<file path="src/rtl/proc_io_bridge.sv">
// Peripheral-side IO responder: RX/TX stream FIFOs, status/control
// registers and synchronised general-purpose words on the core's IO port.
module proc_io_bridge #(
  parameter int NUBITS = 16,
  parameter int NUIOIN = 8,
  parameter int NUIOOU = 8,
  parameter int FDEPTH = 8
) (
  input  logic                           clk,
  input  logic                           rst,
  input  logic                           req_in,
  input  logic [$clog2(NUIOIN)-1:0]      addr_in,
  output logic [NUBITS-1:0]              io_in,
  input  logic                           out_en,
  input  logic [$clog2(NUIOOU)-1:0]      addr_out,
  input  logic [NUBITS-1:0]              io_out,
  input  logic [NUBITS-1:0]              rx_data,
  input  logic                           rx_valid,
  output logic                           rx_ready,
  output logic [NUBITS-1:0]              tx_data,
  output logic                           tx_valid,
  input  logic                           tx_ready,
  input  logic [NUBITS*(NUIOIN-2)-1:0]   gpi,
  output logic [NUBITS*(NUIOOU-2)-1:0]   gpo
);

  localparam int AIW = $clog2(NUIOIN);
  localparam int AOW = $clog2(NUIOOU);
  localparam int AW  = $clog2(FDEPTH);
  localparam int CW  = AW + 1;
  localparam int GIW = NUBITS * (NUIOIN - 2);

  logic [NUBITS-1:0] rx_mem [FDEPTH];
  logic [AW-1:0]     rx_rptr, rx_wptr;
  logic [CW-1:0]     rx_cnt, rx_cnt_nx;
  logic [NUBITS-1:0] tx_mem [FDEPTH];
  logic [AW-1:0]     tx_rptr, tx_wptr;
  logic [CW-1:0]     tx_cnt;
  logic              rx_uf, tx_of;
  logic [GIW-1:0]    gpi_s1, gpi_s2;
  logic [NUBITS-1:0] status, gpi_sel;

  logic rd_rx, rd_st, wr_tx, wr_ctl;
  logic rx_push, rx_pop, rx_flush, rx_full;
  logic tx_push, tx_pop, tx_flush, tx_full;
  logic uf_evt, of_evt;

  assign rd_rx  = req_in && (addr_in == AIW'(0));
  assign rd_st  = req_in && (addr_in == AIW'(1));
  assign wr_tx  = out_en && (addr_out == AOW'(0));
  assign wr_ctl = out_en && (addr_out == AOW'(1));

  assign rx_full  = (rx_cnt == CW'(FDEPTH));
  assign rx_push  = rx_valid && rx_ready;
  assign rx_pop   = rd_rx && (rx_cnt != '0);
  assign rx_flush = wr_ctl && io_out[0];
  assign uf_evt   = rd_rx && (rx_cnt == '0);

  assign tx_full  = (tx_cnt == CW'(FDEPTH));
  assign tx_valid = (tx_cnt != '0);
  assign tx_data  = tx_mem[tx_rptr];
  assign tx_push  = wr_tx && !tx_full;
  assign tx_pop   = tx_valid && tx_ready;
  assign tx_flush = wr_ctl && io_out[1];
  assign of_evt   = wr_tx && tx_full;

  always_comb begin
    rx_cnt_nx = rx_cnt;
    if (rx_flush)
      rx_cnt_nx = '0;
    else if (rx_push && !rx_pop)
      rx_cnt_nx = rx_cnt + 1'b1;
    else if (!rx_push && rx_pop)
      rx_cnt_nx = rx_cnt - 1'b1;
  end

  always_ff @(posedge clk or negedge rst) begin
    if (!rst) begin
      for (int i = 0; i < FDEPTH; i++)
        rx_mem[i] <= '0;
      rx_rptr  <= '0;
      rx_wptr  <= '0;
      rx_cnt   <= '0;
      rx_ready <= 1'b0;
    end else begin
      rx_cnt   <= rx_cnt_nx;
      rx_ready <= (rx_cnt_nx != CW'(FDEPTH));
      if (rx_flush) begin
        rx_rptr <= '0;
        rx_wptr <= '0;
      end else begin
        if (rx_push) begin
          rx_mem[rx_wptr] <= rx_data;
          rx_wptr <= rx_wptr + 1'b1;
        end
        if (rx_pop)
          rx_rptr <= rx_rptr + 1'b1;
      end
    end
  end

  always_ff @(posedge clk or negedge rst) begin
    if (!rst) begin
      for (int i = 0; i < FDEPTH; i++)
        tx_mem[i] <= '0;
      tx_rptr <= '0;
      tx_wptr <= '0;
      tx_cnt  <= '0;
    end else if (tx_flush) begin
      tx_rptr <= '0;
      tx_wptr <= '0;
      tx_cnt  <= '0;
    end else begin
      if (tx_push) begin
        tx_mem[tx_wptr] <= io_out;
        tx_wptr <= tx_wptr + 1'b1;
      end
      if (tx_pop)
        tx_rptr <= tx_rptr + 1'b1;
      if (tx_push && !tx_pop)
        tx_cnt <= tx_cnt + 1'b1;
      else if (!tx_push && tx_pop)
        tx_cnt <= tx_cnt - 1'b1;
    end
  end

  // A fresh event on the clearing edge keeps its sticky bit set.
  always_ff @(posedge clk or negedge rst) begin
    if (!rst) begin
      rx_uf <= 1'b0;
      tx_of <= 1'b0;
    end else begin
      rx_uf <= uf_evt || (rx_uf && !rd_st);
      tx_of <= of_evt || (tx_of && !rd_st);
    end
  end

  always_ff @(posedge clk or negedge rst) begin
    if (!rst) begin
      gpi_s1 <= '0;
      gpi_s2 <= '0;
    end else begin
      gpi_s1 <= gpi;
      gpi_s2 <= gpi_s1;
    end
  end

  always_comb begin
    status       = '0;
    status[0]    = (rx_cnt == '0);
    status[1]    = rx_full;
    status[2]    = !tx_valid;
    status[3]    = tx_full;
    status[4]    = rx_uf;
    status[5]    = tx_of;
    status[15:8] = 8'(rx_cnt);
  end

  always_comb begin
    gpi_sel = '0;
    for (int k = 2; k < NUIOIN; k++)
      if (addr_in == AIW'(k))
        gpi_sel = gpi_s2[(k-2)*NUBITS +: NUBITS];
  end

  always_ff @(posedge clk or negedge rst) begin
    if (!rst) begin
      io_in <= '0;
    end else if (req_in) begin
      if (rd_rx)
        io_in <= rx_pop ? rx_mem[rx_rptr] : '0;
      else if (rd_st)
        io_in <= status;
      else
        io_in <= gpi_sel;
    end
  end

  always_ff @(posedge clk or negedge rst) begin
    if (!rst) begin
      gpo <= '0;
    end else if (out_en) begin
      for (int k = 2; k < NUIOOU; k++)
        if (addr_out == AOW'(k))
          gpo[(k-2)*NUBITS +: NUBITS] <= io_out;
    end
  end

endmodule

</file>
<file path="config.mk">
export PLATFORM = sky130hd
export DESIGN_NAME = proc_io_bridge
export DESIGN_NICKNAME = d
export VERILOG_FILES = /design/src/rtl/proc_io_bridge.sv
export SDC_FILE = /design/constraint.sdc
export NUM_CORES = 1
export LEC_CHECK = 0
export BUFFER_PORTS_ARGS = -buffer_cell sky130_fd_sc_hd__buf_4
export CORE_ASPECT_RATIO = 1.4
export CORE_UTILIZATION = 48
export CTS_BUF_LIST = sky130_fd_sc_hd__clkbuf_8
export CTS_CLUSTER_SIZE = 10
export DETAILED_ROUTE_END_ITERATION = 12
export PLACE_DENSITY = 0.81
export SYNTH_ARGS = -nofsm -noshare
export SYNTH_HDL_FRONTEND = slang
export SYNTH_SLANG_ARGS = --single-unit
</file>
<file path="constraint.sdc">
create_clock -name clk -period 2.9 [get_ports clk]
set_input_delay 0.145 -clock clk [delete_from_list [all_inputs] [get_ports clk]]
set_output_delay 0.145 -clock clk [all_outputs]
set_load 0.01 [all_outputs]
</file>
# ---- Word-level counts from Yosys, hierarchy flattened
# Index checks and enable logic that the tools add are counted.
dict set report totals {
  ff_bits 583
  latchBits 0
  ramBits 0
  romBits 0
  in_bits 140
  output_inout_bits 130
  mem_count 0
}
dict set report op_classes {
  add_sub_neg 8
  multipliers 0
  div 0
  order_cmp 6
  n_eq_ne 17
  n_shift 0
  mux 35
  n_bitwise 6
  n_reduce_logical 47
}
# op count
set ops {}
lappend ops {{$bwmux W128} 2}
lappend ops {{$mux W16} 15}
lappend ops {{$bmux W16 S3} 2}
lappend ops {{$demux W16 S3} 2}
lappend ops {{$eq A3 B3 Y1 const B} 8}
lappend ops {{$mux W3} 8}
lappend ops {{$mux W4} 6}
lappend ops {{$logic_and A1 B1 Y1} 20}
lappend ops {{$ge A4 B4 Y1 const B} 4}
lappend ops {{$not A3 Y4} 4}
lappend ops {{$reduce_and A2 Y1} 8}
lappend ops {{$add A3 B1 Y3 const B} 4}
lappend ops {{$eq A3 B2 Y1 const B} 4}
lappend ops {{$add A4 B1 Y4 const B} 2}
lappend ops {{$eq A4 B4 Y1 const B} 2}
lappend ops {{$lt A4 B1 Y1 const B} 2}
lappend ops {{$reduce_bool A2 Y1} 4}
lappend ops {{$reduce_bool A4 Y1} 2}
lappend ops {{$sub A4 B1 Y4 const B} 2}
lappend ops {{$logic_not A1 Y1} 7}
lappend ops {{$eq A3 B1 Y1 const B} 2}
lappend ops {{$logic_not A3 Y1} 2}
lappend ops {{$logic_not A4 Y1} 1}
lappend ops {{$ne A4 B4 Y1 const B} 1}
lappend ops {{other kinds (3)} 5}

# ---- Longest topological paths before layout
# Gate-level depths: netlist (run 1).
dict set report logic_depth {
  word_depth 9
  ltp_mapped 10
  depth_no_buf 9
}

# ---- Least setup slack after synthesis (run 1)
# OpenSTA, ideal clock, no wires.
dict set report synth_timing {
  kind {register -> register}
  start {register tx_cnt[0]}
  end {register tx_cnt[3]}
  setup_time_ns 0.078
  t_arrival_ns 2.625
  required_ns 2.822
  path_slack_ns 0.197
  path_stages_with_launch 11
  path_buffers 1
  synth_period_minus_slack_ns 2.703
  path_cell_list {dfrtp_1 -> or4_1 -> clkbuf_1 -> nand2_1 -> nand2_1 -> ha_1 -> a21oi_1 -> nor2b_1 -> or4_1 -> a21o_1 -> a21oi_1}
}
dict set report synth_between {
  elab_chain_len 6
  word_cells_on_any_way 15
}
# element line_no
set synth_rtl {}
lappend synth_rtl {{start, declared} 38} ;# logic [CW-1:0] tx_cnt;
lappend synth_rtl {{start signal, assigned} 121} ;# tx_cnt <= tx_cnt + 1'b1;
lappend synth_rtl {{start signal, assigned} 123} ;# tx_cnt <= tx_cnt - 1'b1;
lappend synth_rtl {{$reduce_bool A4 Y1 *} 60} ;# assign tx_valid = (tx_cnt != '0);
lappend synth_rtl {{net tx_valid} 21} ;# output logic tx_valid,
lappend synth_rtl {{$logic_and A1 B1 Y1 *} 63} ;# assign tx_pop = tx_valid && tx_ready;
lappend synth_rtl {{$logic_not A1 Y1} 120} ;# if (tx_push && !tx_pop)
lappend synth_rtl {{$logic_and A1 B1 Y1} 120}
lappend synth_rtl {{$mux W4} 120}
lappend synth_rtl {{$mux W4} 109} ;# end else if (tx_flush) begin
# Mark *: on every way through the listed nets, which the timed path passes. The rest lies on a longest branch. The select of a mux whose other input is x is not followed.
# A chain may end at the register's enable or synchronous reset.

# ---- Worst setup path after layout (run 1)
dict set report layout_timing {
  start {register tx_cnt[0]}
  end {register tx_cnt[3]}
}
dict set report layout_between {
  elab_chain_len 6
  word_cells_on_any_way 15
}
# element
set layout_rtl {}
lappend layout_rtl {{parallel branches: the longest is 6 deep, another holds $sub A4 B1 Y4}}
# Parallel ways; which one is timed is not known. The select of a mux whose other input is x is not followed.

==> results of run 1 <==
Yosys cell counts, types with 2 or more instances:
library cell  instances
o21ai_0              26
a21boi_0              2
nand2_1              41
and2_1                3
a221oi_1             10
a2111oi_0             2
mux2_2              380
nor2_1               23
buf_4                 5
buf_2                22
a311oi_1              4
inv_1                11
nand2b_1              6
nor2_4                3
o2111ai_1             2
nor4b_2               2
nand4b_4              2
nor2b_1               7
a21oi_1              11
mux2i_1              15
and3_1                3
a31oi_1               4
buf_6                 2
a22o_1                2
mux4_2               68
o221ai_1             13
xnor2_1               8
a211o_1               5
nand3b_1              5
nand3_1              13
nor3b_1               4
or3_1                 3
or4_1                 2
xor2_1                4
nor3_1                2
a22oi_1               9
o22ai_1               5
o211ai_1              3
clkbuf_1             49
ha_1                  8
a211oi_1              4
buf_1                10
dfrtp_1             583
state kept, by name, indices dropped and copies added (netlist names), 4 cells and up:
signal and flops:
gpi_s1 96, io_in 16, rx_mem 128, rx_cnt 4, tx_mem 128, tx_cnt 4, gpi_s2 96, gpo 96
cell families after synthesis:
kind of cell	count (synthesis)	share of synthesized area, %
compound gates	107	3.29
xor+xnor	12	0.461
fa+ha+maj	9	0.527
buf+inv	100	1.91
flops	583	64.0
mux	463	26.1
simple gates	135	3.69
metrics by stage:
| step | setup TNS [ps] | hold WS [ps] | area (um^2) |
|---|---|---|---|
| final | 0 | 79.7 | 28800 |
| after global routing | 0 | 51.9 | 28800 |
| after CTS | 0 | 22.3 | 28800 |
| after detailed placement | -89.0 | 255 | 25700 |
| after global placement | 0 | 254 | 25700 |
| after floorplan | 0 | -151 | 22800 |
cell usage in the layout (no fill, tap or decap), drive strengths merged, types with 6 or more instances in the layout:
| master | n |
|---|---|
| a221oi | 10 |
| inv | 47 |
| nand3 | 14 |
| clkbuf | 100 |
| a21oi | 11 |
| clkinv | 9 |
| nand2 | 41 |
| dfrtp | 583 |
| nand2b | 6 |
| mux2i | 15 |
| mux4 | 68 |
| o21ai | 26 |
| o221ai | 13 |
| buf | 313 |
| xnor2 | 8 |
| dlygate4sd3 | 135 |
| nor2 | 27 |
| ha | 8 |
| mux2 | 380 |
| a22oi | 9 |
| nor2b | 7 |
final timing paths:
path,endpoint,startpoint
max in group asynchronous,gpo[14],rst
min in group asynchronous,gpo[89],rst
setup / recovery,tx_cnt[3],tx_cnt[0]
hold / removal,tx_of,out_en
setup reg to reg,tx_cnt[3],tx_cnt[0]
hold reg to reg,gpi_s2[85],gpi_s1[85]
layer usage:
metal	track usage, %	up-vias	routed length [um]
met2	44.2	487	30900
met5	0	-	0
li1	-	6032	-
met3	5.06	146	3050
met4	12.9	0	2560
met1	27.9	7324	21000
cell type report:
type	instances	share of cell area, %
inverters	12	0.156
flip-flops and latches	583	50.7
diodes	2	0.0174
well taps	624	2.71
multi-input cells	726	27.1
repair buffers	448	13.3
clock buffers	100	4.78
clock inverters	50	1.23
critical path, stage by stage (launching register included):
cell,delay [ps]
dfrtp_1,460
or4_1,600
nand2_2,180
nand2_1,140
ha_1,310
a21oi_1,140
nor2b_1,80
or4_1,450
a21o_1,180
a21oi_1,130
power by group:
group / internal (W) / leakage, nW / switching [W]
clock: 0.00353 / 1.00 / 0.00320
sequential: 0.0101 / 7.12 / 0.00134
combinational: 0.00406 / 5.04 / 0.00305
what timing repair did:
item / 4_1_cts / 5_1_grt
buffers inserted: 1 / 0
gates resized for setup: 0 / 1
pin swaps: 1 / 0
hold buffers: 135 / 0
endpoints found under the setup margin: 1 / 1
endpoints found under the hold margin: 555 / 0
==> flow_metrics.py, run 1 <==
metrics = {
    "clock_tree": {
        "cts_root_buf": "clkbuf_8",
        "clockBufferDepth": 3,
        "cts_buffers": 87,
        "cts_tree": "yes",
        "clk_pin_slew_ps": 70,
        "htreeDepth": 3,
        "cts.sinks": 583,
        "clkLatencyLatePin_ps": 660,
    },
    "timing": {
        "min_period_ps": 2740,
        "hold_viol": 0,
        "fmax_mhz": 364,
        "slew_headroom_pct": 30.9,
        "worst_slack_ps": 156,
        "fin_crit_sh_pct": 94.6,
        "fin_skew_ps": 26.8,
        "slew_viol_final": 0,
        "setup-violations-final": 0,
        "tightest_slew_ps": 1040,
        "rsz0062_at_grt": "no",
    },
    "power_and_ir_drop": {
        "pwr_density_cell_nw_per_um2": 878,
        "peakVddDrop_mv": 0.648,
        "p_total_w": 0.0253,
        "power.leakage_nw": 13.2,
    },
    "final_layout": {
        "drive_gt1_share_pct": 47.2,
        "n_fill_cell": 3323,
        "nets": 2007,
        "areaGrowthSynthToFinish_pct": 26.2,
        "fin_cells": 2545,
        "ff_latch_area_um2": 14600,
        "fin_util_pct": 61.3,
        "multi_input_area_um2": 7810,
    },
    "yosys": {
        "seq_area_frac_synth_pct": 64.0,
        "synth_top_area_share_pct": 64.0,
        "synthTopCellsByArea": "dfrtp_1, mux2_2, mux4_2",
        "synth_enable_flop_cells": 0,
        "synth_top_area_cell": "dfrtp_1",
        "syn_avg_cell_area_um2": 16.2,
        "ys_ff_latch": 583,
        "ys_types": 66,
        "ys.flop_type": "dfrtp_1",
        "async_reset_ff_share_pct": 100,
        "yosysWarnings": 0,
        "syn-num-nets": 1558,
        "syn-cell-area_um2": 22800,
        "synthCells": 1409,
    },
    "grt": {
        "antenna_found_initial": 1,
        "grt_usage_pct": 24.9,
        "grt_max_degree": 96,
        "overflow": 0,
        "grt_pass1_wl_um": 89800,
        "grt_pass1_vias": 15700,
    },
    "floorplanning": {
        "initial_utilization_pct": 48.6,
        "core_area_um2": 46900,
        "io_pins": 270,
        "die_x_um": 186,
        "rows": 94,
        "die_area_um2": 48400,
        "die_h_um": 260,
    },
    "worst_setup_path": {
        "start_kind": "flop",
        "r2r_cells": 9,
        "crit_path_max_fanout": 6,
        "arrival_ps": 3330,
        "end_kind": "flop",
        "critPathRequiredTime_ps": 3490,
        "criticalPathCategory": "reg2reg",
        "rrSetupSlack_ps": 160,
    },
    "run_status": {
        "status": "finished clean",
    },
    "detailed_routing": {
        "vias": 14000,
        "drtIter0Drc": 687,
        "dr.pass1.iters": 5,
        "drc": 0,
        "postRouteWirelength_um": 57500,
        "vias_per_cell": 5.50,
        "detail_route.wl_per_cell_um": 22.6,
        "drtAntennaViolNets": 0,
    },
    "hold_path": {
        "hold_class": "in2reg",
        "hold_depth": 3,
    },
    "run": {
        "drv_cap": 0,
    },
    "placement": {
        "dp_cells": 2257,
        "portBuffers": 269,
        "globalplace.congestion": 0.809,
        "place_ws_ps": -89.0,
        "dp_hpwl_um": 35000,
    },
}
Power figures use the tool's default switching activity.
==> run 2, diff against run 1 <==
==> constraint.sdc (replaced) <==
create_clock -name clk -period 2.3 [get_ports clk]
set_input_delay 0.115 -clock clk [delete_from_list [all_inputs] [get_ports clk]]
set_output_delay 0.115 -clock clk [all_outputs]
set_load 0.01 [all_outputs]
==> flow_metrics.py, run 2 (synthesized netlist as in run 1, its figures left out) <==
metrics = {
    "final_layout": {
        "fin_util_pct": 63.2,
        "multi_input_area_um2": 7930,
        "reg_top3": "rx_mem: 128 flops, tx_mem: 128 flops",
        "areaGrowthSynthToFinish_pct": 30.0,
        "nets": 2052,
        "final_area_um2": 29600,
        "n_fill_cell": 3143,
        "layout_commonest_cell": "dfrtp_1",
        "drive_gt1_share_pct": 49.0,
        "ff_latch_area_um2": 14600,
        "final_cell_mix": "dfrtp_1, mux2_2, buf_4, dlygate4sd3_1, clkbuf_8",
    },
    "floorplanning": {
        "initial_utilization_pct": 48.6,
        "io_pins": 270,
        "rows": 94,
        "die_area_um2": 48400,
        "die_x_um": 186,
        "core_area_um2": 46900,
        "die_h_um": 260,
    },
    "timing": {
        "setup_tns_ps": -1960,
        "setup-violations-final": 17,
        "timing.hold.ws_ps": 57.3,
        "slew_headroom_pct": 52.9,
        "rsz0062_at_grt": "yes",
        "slew_viol_final": 0,
        "tightest_slew_ps": 706,
        "min_period_ps": 2440,
        "fmax_mhz": 409,
        "fin_skew_ps": 31.8,
        "worst_slack_ps": -143,
        "hold_viol": 0,
        "fin_crit_sh_pct": 106,
    },
    "power_and_ir_drop": {
        "p_seq_share_pct": 43.0,
        "peakVddDrop_mv": 0.723,
        "sw_frac_of_total_pct": 30.0,
        "pwr-share-clk_pct": 26.6,
        "pwr_density_cell_nw_per_um2": 1120,
        "power.leakage_nw": 13.5,
        "p_int_w": 0.0233,
        "switchingPower_w": 0.00997,
        "combPwrFrac_pct": 30.4,
    },
    "detailed_routing": {
        "drtAntennaViolNets": 0,
        "drtIter0Drc": 798,
        "dr.pass1.iters": 5,
        "detail_route.wl_per_cell_um": 23.2,
        "drc": 0,
        "postRouteWirelength_um": 60300,
        "vias_per_cell": 5.55,
        "vias": 14400,
    },
    "clock_tree": {
        "clkLatencyLatePin_ps": 700,
        "clk_pin_slew_ps": 70,
        "htreeDepth": 3,
        "cts_buffers": 87,
        "cts_root_buf": "clkbuf_8",
        "cts.sinks": 583,
        "clockBufferDepth": 3,
        "cts_tree": "yes",
    },
    "placement": {
        "dp_hpwl_um": 35600,
        "portBuffers": 269,
        "dpl_cell_area_um2": 26200,
        "globalplace.congestion": 0.807,
    },
    "run_status": {
        "violations": "setup timing",
        "status": "finished with violations",
    },
    "grt": {
        "overflow": 0,
        "grt_pass1_vias": 16100,
        "antenna_found_initial": 4,
        "grt_usage_pct": 26.0,
        "grt_pass1_wl_um": 92700,
        "grt_max_degree": 84,
    },
    "run": {
        "drv_cap": 0,
    },
    "worst_setup_path": {
        "crit_start": "tx_rptr[0]",
        "path_cells": "buf_12 > buf_16 > mux4_2 > mux2_4 > buf_6",
        "r2r_cells": 9,
        "critPathCapture": "tx_data[8]",
        "r2r-start": "tx_cnt[0]",
        "cp_slowest_cell": "mux4_2",
        "end_kind": "output pin",
        "critPathRequiredTime_ps": 2180,
        "max_stage_delay_ps": 540,
        "crit_path_max_fanout": 13,
        "r2r-end": "tx_cnt[3]",
        "start_kind": "flop",
        "criticalPathCategory": "reg2out",
        "arrival_ps": 2330,
        "rrSetupSlack_ps": -90,
    },
    "hold_path": {
        "hold_class": "in2reg",
        "hold_start": "gpi[87]",
    },
}
==> run 2: changes by cell type in the layout (fill, tap and decap cells not counted), sizes merged <==
cell         change
inv              -9
buf             +41
clkinv           +4
clkinvlp         +4
clkbuf           +6
dlygate4sd3      +4
diode            +2
==> run 2: repair_timing <==
action                                  CTS  global route
hold endpoints to repair                897             0
buffers inserted                          3             0
gates resized for setup                  36             4
endpoints found under the setup margin   17            18
cloned                                    1             0
hold buffers                            140             0
==> run 2: how the worst min path moves through the flow <==
stage                 end  slack [ps]  depth (start not counted)
2_1_floorplan   gpi_s1[0]        -180                          0
3_3_place_gp      gpo[89]          10                          1
3_5_place_dp      gpo[89]          20                          1
4_1_cts        gpi_s1[47]           7                          2
5_1_grt        gpi_s1[70]          30                          2
6_report       gpi_s1[87]          60                          2
==> run 2: per-layer routing <==
metal | track usage (%) | wire (um)
met1 | 27.4 | 21200
met2 | 46.5 | 32000
met3 | 6.01 | 3660
met4 | 15.6 | 3330
met5 | 0 | 0
==> run 2: stage by stage <==
stage	std cells	setup slack, ps	power, W
4_1_cts	2593	-206	0.0332
6_report	2597	-143	0.0332
2_1_floorplan	1409	-388	0.0198
3_5_place_dp	2294	-191	0.0237
5_1_grt	2597	-242	0.0349
3_3_place_gp	2294	-125	0.0232
==> run 2: area by class of cell <==
type | count | share of cell area, %
Clock buffer | 106 | 4.92
Timing Repair Buffer | 493 | 15.0
Sequential cell | 583 | 49.2
Clock inverter | 49 | 1.26
Multi-Input combinational cell | 726 | 26.7
Antenna cell | 4 | 0.0338
Tap cell | 624 | 2.63
Inverter | 12 | 0.152
==> run 2: critical path, delay by kind of cell, from the launching register on <==
family | cells | cell delay (ps)
DFF | 1 | 370
muxes | 2 | 830
buffers and inverters | 3 | 430
==> run 2: power groups by stage <==
stage	Clock (W)	Combinational (W)	Sequential, W
2_1_floorplan	0	0.00579	0.0140
3_3_place_gp	0	0.00903	0.0142
3_5_place_dp	0	0.00931	0.0144
4_1_cts	0.00894	0.0100	0.0142
5_1_grt	0.00946	0.0108	0.0146
6_report	0.00883	0.0101	0.0143
==> run 3, diff against run 2 <==
--- a/config.mk
+++ b/config.mk
@@ -7,11 +7,11 @@
 export LEC_CHECK = 0
 export BUFFER_PORTS_ARGS = -buffer_cell sky130_fd_sc_hd__buf_4
 export CORE_ASPECT_RATIO = 1.4
-export CORE_UTILIZATION = 48
+export CORE_UTILIZATION = 54
 export CTS_BUF_LIST = sky130_fd_sc_hd__clkbuf_8
 export CTS_CLUSTER_SIZE = 10
 export DETAILED_ROUTE_END_ITERATION = 12
-export PLACE_DENSITY = 0.81
+export PLACE_DENSITY = 0.89
 export SYNTH_ARGS = -nofsm -noshare
 export SYNTH_HDL_FRONTEND = slang
 export SYNTH_SLANG_ARGS = --single-unit
==> flow_metrics.py, run 3 (synthesized netlist as in run 1, its figures left out) <==
metrics = {
    "run_status": {
        "status": "finished with violations",
        "violations": "setup timing",
    },
    "worst_setup_path": {
        "arrival_ps": 2320,
        "crit_path_max_fanout": 5,
        "critPathRequiredTime_ps": 2180,
        "end_kind": "output pin",
        "start_kind": "flop",
        "criticalPathCategory": "reg2out",
    },
    "detailed_routing": {
        "detail_route.wl_per_cell_um": 26.0,
        "drtIter0Drc": 1181,
        "vias": 14800,
        "met2_length_um": 34700,
        "dr.pass1.iters": 6,
        "top_layer": "met4",
        "dr_wl_met3_um": 4370,
        "postRouteWirelength_um": 65000,
        "drc": 0,
        "wl_met1_um": 21900,
        "vias_per_cell": 5.95,
        "drtAntennaViolNets": 0,
    },
    "timing": {
        "fmax_mhz": 410,
        "rsz0062_at_grt": "yes",
        "min_period_ps": 2440,
        "timing.hold.ws_ps": 50.5,
        "worst_slack_ps": -136,
        "slew_viol_final": 0,
        "hold_viol": 0,
        "tightest_slew_ps": 822,
        "setup-violations-final": 19,
        "slew_headroom_pct": 45.2,
        "fin_skew_ps": 41.2,
        "fin_crit_sh_pct": 106,
    },
    "placement": {
        "place_ws_ps": -283,
        "dp_hpwl_um": 36400,
        "globalplace.congestion": 0.841,
        "portBuffers": 269,
    },
    "power_and_ir_drop": {
        "pwr-share-clk_pct": 26.4,
        "switchingPower_w": 0.0104,
        "p_seq_share_pct": 43.1,
        "sw_frac_of_total_pct": 30.9,
        "pwr_density_cell_nw_per_um2": 1140,
        "combPwrFrac_pct": 30.5,
        "peakVddDrop_mv": 1.03,
        "p_int_w": 0.0232,
        "power.leakage_nw": 13.5,
    },
    "floorplanning": {
        "die_h_um": 245,
        "rows": 88,
        "die_x_um": 176,
        "initial_utilization_pct": 55.1,
        "io_pins": 270,
        "die_area_um2": 43100,
        "core_area_um2": 41400,
    },
    "grt": {
        "overflow": 0,
        "grt_usage_pct": 31.3,
        "grt_pass1_wl_um": 99600,
        "grt_pass1_vias": 16800,
        "grt_max_degree": 82,
        "antenna_found_initial": 0,
    },
    "final_layout": {
        "nets": 2042,
        "layout_commonest_cell": "dfrtp_1",
        "areaGrowthSynthToFinish_pct": 29.1,
        "n_fill_cell": 2399,
        "final_cell_mix": "dfrtp_1, mux2_2, buf_4, dlygate4sd3_1, clkbuf_8",
        "reg_top3": "rx_mem: 128 flops, tx_mem: 128 flops",
        "drive_gt1_share_pct": 49.1,
    },
    "clock_tree": {
        "clkLatencyLatePin_ps": 670,
        "htreeDepth": 3,
        "cts_buffers": 84,
        "cts_tree": "yes",
        "clockBufferDepth": 3,
        "cts.sinks": 583,
        "clk_pin_slew_ps": 70,
        "cts_root_buf": "clkbuf_8",
    },
    "run": {
        "drv_cap": 0,
    },
    "hold_path": {
        "hold_class": "in2reg",
    },
}
## run 3: power by group through the flow
stage | Combinational [W] | Sequential (W) | Clock (W)
floorplan | 0.00579 | 0.0140 | 0
global placement | 0.00880 | 0.0142 | 0
detailed placement | 0.00918 | 0.0144 | 0
CTS | 0.00988 | 0.0143 | 0.00882
global route | 0.0108 | 0.0147 | 0.00939
finish | 0.0102 | 0.0145 | 0.00887
## run 3: worst max-delay path, stage by stage, from the launching register on
cell     delay (ps)
dfrtp_4         530
buf_12          160
buf_12          120
mux4_2          420
mux2_4          310
buf_6           130
## run 3: routing by layer
metal / GRT usage, % / vias to the layer above
li1: - / 6090
met1: 33.7 / 7726
met2: 55.7 / 770
met3: 6.66 / 257
met4: 19.7 / 0
met5: 0 / -
## run 3: per-stage QoR
| step | setup TNS (ps) | area [um^2] | power (W) | utilization [%] | cells |
|---|---|---|---|---|---|
| after floorplan | -388 | 22800 | 0.0198 | - | 1409 |
| after global placement | -123 | 26000 | 0.0230 | 62.9 | 2205 |
| after detailed placement | -283 | 26000 | 0.0236 | 62.9 | 2205 |
| after CTS | -2420 | 29400 | 0.0330 | 70.9 | 2493 |
| after global routing | -2310 | 29400 | 0.0348 | 71.1 | 2493 |
| final | -1630 | 29400 | 0.0336 | 71.1 | 2494 |
## run 3: repair_timing
item | CTS | global route
hold buffers | 135 | 0
resized for setup | 24 | 22
setup buffers | 6 | 1
gates cloned | 1 | 0
setup endpoints to repair | 17 | 20
endpoints found under the hold margin | 676 | 0
pin swaps | 3 | 1
## run 3: worst paths after layout
check / endpoint / startpoint / cells after the start / slack [ps]
setup / recovery: tx_data[12] / tx_rptr[0] / 5 / -140
hold / removal: io_in[11] / req_in / 3 / 50
setup reg to reg: tx_cnt[3] / tx_cnt[2] / 10 / -120
hold reg to reg: gpi_s2[61] / gpi_s1[61] / 0 / 340
max in group asynchronous: gpo[77] / rst / 3 / 1350
min in group asynchronous: gpi_s2[4] / rst / 2 / 80
## run 3: area by class of cell
cell class                 count  area, um^2  share of cell area [%]
antenna                        1        2.50                 0.00850
clock buffer                 106        1460                    4.96
clock inverter                40         329                    1.12
inverter                      12        45.0                   0.153
multi-input combinational    726        7930                    26.9
sequential                   583       14600                    49.6
tap                          540         676                    2.30
timing repair buffer         486        4400                    14.9
